### src/rtl/dct_block_sequencer.sv
// rtl/dct_block_sequencer.sv - collects 8-sample blocks, runs the 8-point DCT core, serializes its coefficients
// Optional macro DCT_PINGPONG_EN: a second input buffer keeps filling while the active block is in flight.
module dct_block_sequencer #(
  parameter int DCT_LATENCY = 3,
  parameter int CNT_W       = 16
) (
  input  logic             clk,
  input  logic             rst,
  input  logic             s_valid,
  input  logic [7:0]       s_data,
  output logic             s_ready,
  input  logic             flush,
  output logic [63:0]      dct_in,
  output logic             dct_en,
  output logic             dct_cs,
  input  logic [95:0]      dct_coef,
  output logic             m_valid,
  output logic [11:0]      m_data,
  output logic [2:0]       m_index,
  output logic             m_last,
  input  logic             m_ready,
  output logic             busy,
  output logic [CNT_W-1:0] block_cnt
);

`ifdef DCT_PINGPONG_EN
  localparam bit PP = 1'b1;
`else
  localparam bit PP = 1'b0;
`endif

  localparam int WW = (DCT_LATENCY > 1) ? $clog2(DCT_LATENCY) : 1;

  typedef enum logic [1:0] {FILL, LAUNCH, WAIT, DRAIN} state_t;
  state_t state, state_nxt;

  logic [63:0]   bufq [2];
  logic          fsel, asel, pend;
  logic [2:0]    fcnt, idx;
  logic [WW-1:0] wcnt;
  logic [95:0]   coef;

  logic          fill_open, xfer, close, m_fire, last_fire, take;
  logic [3:0]    fcnt_inc;

  // take: the filling buffer (or the pending closed one) becomes the active block next cycle
  always_comb begin
    fill_open = PP ? !pend : (state == FILL);
    xfer      = s_valid && fill_open && !rst;
    fcnt_inc  = {1'b0, fcnt} + {3'b000, xfer};
    close     = fill_open && ((xfer && fcnt == 3'd7) || (flush && fcnt_inc != 4'd0));
    m_fire    = (state == DRAIN) && m_ready;
    last_fire = m_fire && (idx == 3'd7);
    take      = ((state == FILL) && close) || (last_fire && (pend || close));
  end

  always_ff @(posedge clk) begin
    if (rst) state <= FILL;
    else     state <= state_nxt;
  end

  always_comb begin
    state_nxt = state;
    case (state)
      FILL:    if (close) state_nxt = LAUNCH;
      LAUNCH:  state_nxt = WAIT;
      WAIT:    if (wcnt == '0) state_nxt = DRAIN;
      DRAIN:   if (last_fire) state_nxt = (pend || close) ? LAUNCH : FILL;
      default: state_nxt = FILL;
    endcase
  end

  // A drained buffer is cleared so later partial fills are already zero padded
  always_ff @(posedge clk) begin
    if (rst) begin
      bufq[0]   <= '0;
      bufq[1]   <= '0;
      fsel      <= 1'b0;
      asel      <= 1'b0;
      pend      <= 1'b0;
      fcnt      <= '0;
      idx       <= '0;
      wcnt      <= '0;
      coef      <= '0;
      block_cnt <= '0;
    end else begin
      if (last_fire) bufq[asel] <= '0;
      if (xfer) begin
        bufq[fsel][{fcnt, 3'b000} +: 8] <= s_data;
        fcnt <= fcnt + 3'd1;
      end
      if (take) begin
        asel <= fsel;
        fsel <= PP ? ~fsel : fsel;
        fcnt <= '0;
        pend <= 1'b0;
      end else if (close) begin
        pend <= 1'b1;
        fcnt <= '0;
      end
      if (state == LAUNCH) wcnt <= WW'(DCT_LATENCY - 1);
      else if (state == WAIT && wcnt != '0) wcnt <= wcnt - WW'(1);
      if (state == WAIT && wcnt == '0) coef <= dct_coef;
      if (m_fire) idx <= idx + 3'd1;
      if (last_fire) block_cnt <= block_cnt + CNT_W'(1);
    end
  end

  always_comb begin
    s_ready = fill_open && !rst;
    dct_en  = (state == LAUNCH) || (state == WAIT);
    dct_cs  = dct_en;
    dct_in  = bufq[asel];
    m_valid = (state == DRAIN);
    m_data  = m_valid ? coef[int'(idx) * 12 +: 12] : '0;
    m_index = m_valid ? idx : '0;
    m_last  = m_valid && (idx == 3'd7);
    busy    = (state != FILL) || (fcnt != 3'd0);
  end

endmodule

### config.mk
export PLATFORM = sky130hd
export DESIGN_NAME = dct_block_sequencer
export DESIGN_NICKNAME = d
export VERILOG_FILES = /design/src/rtl/dct_block_sequencer.sv
export SDC_FILE = /design/constraint.sdc
export NUM_CORES = 1
export LEC_CHECK = 0
export ABC_CLOCK_PERIOD_IN_PS = 7050
export CORE_MARGIN = 2
export CORE_UTILIZATION = 53
export DETAILED_ROUTE_END_ITERATION = 8
export PLACE_DENSITY = 0.86
export SLEW_MARGIN = 20
export SYNTH_ARGS = -nofsm -noshare
export SYNTH_HDL_FRONTEND = slang
export SYNTH_SLANG_ARGS = --single-unit
### constraint.sdc
create_clock -name clk -period 7.05 [get_ports clk]
set_input_delay 1.0575 -clock clk [delete_from_list [all_inputs] [get_ports clk]]
set_output_delay 1.0575 -clock clk [all_outputs]
set_load 0.01 [all_outputs]
==> impl_metrics.json <==
{
  "outcome": "finished clean",
  "grt_start_max_net_pins": 74,
  "wirelength_mm": 20.0,
  "powerDensity_mw_per_mm2": 269,
  "fp.coreArea_mm2": 0.0146,
  "period_share_pct": 50.7,
  "avgRoutedWirePerCell_um": 16.8,
  "crit_arrival_ps": 2520,
  "p_sw_w": 0.000806,
  "dr.pass1.iters": 5,
  "maxSlewHeadroom_pct": 33.2,
  "post-dp-hpwl_mm": 14.2,
  "route.met2.wl_mm": 9.86,
  "via_per_inst": 5.38,
  "cts-hold-fix-buffers": 0,
  "fillers": 1032,
  "clkPwrFrac_pct": 33.2,
  "ant_nets": 0,
  "syn_area_per_cell_um2": 9.91,
  "cts_tree": "done",
  "ctsLongestPathBuffers": 2,
  "wl_met1_mm": 8.14,
  "maxCapViolations": 0,
  "worst-setup-path-type": "reg -> out",
  "grt_usage_pct": 25.0,
  "max_clock_freq_ghz": 0.280,
  "clk_pin_slew_ps": 60,
  "p_leak_nw": 3.74,
  "antenna_cells": 0,
  "io_buffer_count": 209,
  "synthArstFlopShare_pct": 0,
  "intPower_w": 0.00208,
  "synth_area_mm2": 0.00800,
  "numCtsBuffers": 17,
  "tns_ps": 0,
  "htree_levels": 4,
  "synth_top_flop_cell": "dfxtp_1",
  "vias": 6386,
  "antenna_found_initial": 0,
  "slew_violations": 0,
  "insertion_delay_ps": 430,
  "drc": 0,
  "vdd_drop_max_v": 0.000184,
  "core.rowCount": 44,
  "synth-edff-count": 64,
  "worst_pin_slew_ps": 991,
  "cts-resized-gates": 0,
  "crit_path_end_kind": "primary output",
  "syn_nets": 931,
  "top_layer": "met4",
  "hold_ws_ps": 453,
  "gp_congestion": 0.878,
  "die_h_um": 127,
  "clockRootBuffer": "clkbuf_16",
  "combinationalPowerShare_pct": 21.5,
  "hold_viol": 0,
  "ys_seq_elements": 187,
  "yosys_warnings": 0,
  "pwr-share-seq_pct": 45.4,
  "synth_cell_types": 38,
  "grt_pass1_wl_mm": 31.3,
  "syn_to_final_growth_pct": 34.0,
  "swShare_pct": 27.9,
  "final-setup-viol-count": 0,
  "multi_input_comb_area_mm2": 0.00334,
  "fp.dieArea_mm2": 0.0161,
  "num_io_pins": 210,
  "initial_core_util_pct": 54.6,
  "drtIter0Drc": 587,
  "ys_seq_area_share_pct": 54.8,
  "hold_class": "reg -> reg",
  "nNetsFinal": 1113,
  "cts_setup_buffers": 0,
  "rsz0062_at_grt": "false",
  "drive_gt1_share_pct": 7.09,
  "cp.required_ps": 5990,
  "reg2reg_slack_ps": 4220,
  "die_x_um": 127,
  "grt_pass1_vias": 6147,
  "cts.sinks": 187,
  "syn_inst": 807,
  "period_minus_slack_ps": 3580,
  "ff_latch_area_mm2": 0.00438,
  "critPathMaxFanout": 26,
  "met3_length_mm": 1.62,
  "overflow": 0,
  "clock_skew_ps": 13.7,
  "start_kind": "flip-flop"
}
critical path, stage by stage (launching register included):
cell and delay [ps]:
dfxtp_1 350, buf_4 400, mux4_2 610, mux2i_1 150
nor2b_1 100, clkdlybuf4s50_1 490
cell families after synthesis:
kind of cell / synth area share [%]
mux: 8.51
buf+inv: 3.49
xor+xnor: 1.97
simple gates: 21.2
fa+ha+maj: 2.35
flops: 54.8
compound gates: 7.63
layout make-up:
| type | count | share of cell area [%] |
|---|---|---|
| tap | 184 | 2.15 |
| clock buffer | 22 | 4.53 |
| sequential | 187 | 40.9 |
| multi-input combinational | 559 | 31.2 |
| clock inverter | 10 | 1.06 |
| timing repair buffer | 214 | 19.8 |
| inverter | 10 | 0.350 |
power groups by stage:
stage	logic (W)	registers, W	clock network, W
finish	0.000619	0.00131	0.000957
global route	0.000682	0.00132	0.00101
global placement	0.000601	0.00133	0
detailed placement	0.000617	0.00133	0
CTS	0.000620	0.00131	0.000968
floorplan	0.000393	0.00131	0
flip-flops by register name, summed over array words and instances, names as in the netlist:
| register | flops |
|---|---|
| coef | 96 |
| bufq | 64 |
| block_cnt | 16 |
| fcnt | 3 |
| idx | 3 |
| state | 2 |
| wcnt | 2 |
| pend | 1 |
routing by layer:
| layer | up-vias | track usage (%) |
|---|---|---|
| met3 | 28 | 5.27 |
| li1 | 3079 | - |
| met2 | 303 | 41.9 |
| met1 | 2976 | 32.4 |
| met4 | 0 | 8.53 |
| met5 | - | 0 |
worst paths after layout:
kind              cells after the start  startpoint           to
setup / recovery                      5      idx[0]    m_data[4]
hold / removal                        2    coef[28]     coef[28]
setup reg to reg                      7     fcnt[0]  bufq[0][48]
hold reg to reg                       2    coef[28]     coef[28]
metrics by stage:
stage	std cells	power [W]	util (%)	instance area, µm²	worst slack [ps]
detailed placement	1154	0.00195	69.1	10100	3680
global route	1186	0.00302	73.2	10700	3340
global placement	1154	0.00193	69.1	10100	3740
CTS	1186	0.00290	73.2	10700	3440
finish	1186	0.00289	73.2	10700	3470
floorplan	807	0.00171	-	8000	4180
synth_stat cells, types with 2 or more instances:
library cell / number / area share, %
nand2_1: 213 / 10
dfxtp_1: 123 / 31
a21oi_1: 105 / 6.6
edfxtp_1: 64 / 24
and2_1: 62 / 4.8
nor2_1: 42 / 2.0
clkbuf_1: 24 / 1.1
mux4_2: 24 / 6.8
ha_1: 15 / 2.3
mux2i_1: 14 / 1.8
xor2_1: 14 / 1.5
nor2b_1: 13 / 1.0
buf_2: 10 / 0.63
buf_4: 10 / 0.94
nand3_1: 9 / 0.56
inv_1: 8 / 0.38
buf_1: 7 / 0.33
nand2b_1: 6 / 0.47
and3_1: 4 / 0.31
and4_1: 4 / 0.44
nor3_1: 4 / 0.25
o21ai_0: 4 / 0.25
xnor2_1: 4 / 0.44
nand4_1: 3 / 0.23
nor2_2: 3 / 0.23
a31oi_1: 2 / 0.16
inv_2: 2 / 0.094
nand2_2: 2 / 0.16
nand3b_1: 2 / 0.19
or3_4: 2 / 0.28
placed cells by master, fill, tap and decap left out, drive strengths merged, types with 3 or more instances in the layout:
| master | synthesis | final |
|---|---|---|
| nand2 | 215 | 215 |
| edfxtp | 64 | 64 |
| mux2i | 14 | 14 |
| nand2b | 6 | 6 |
| xor2 | 14 | 14 |
| clkinv | 0 | 5 |
| o21ai | 4 | 4 |
| buf | 27 | 6 |
| ha | 15 | 15 |
| clkdlybuf4s50 | 0 | 208 |
| and4 | 4 | 4 |
| and3 | 4 | 4 |
| clkbuf | 24 | 22 |
| a21oi | 105 | 105 |
| and2 | 62 | 62 |
| nand4 | 3 | 3 |
| dfxtp | 123 | 123 |
| nor2b | 14 | 14 |
| mux4 | 24 | 24 |
| nor2 | 45 | 45 |
| xnor2 | 4 | 4 |
| nor3 | 4 | 4 |
| nand3 | 9 | 9 |
| inv | 10 | 13 |
Note: power is estimated with default switching activity, not from simulation.
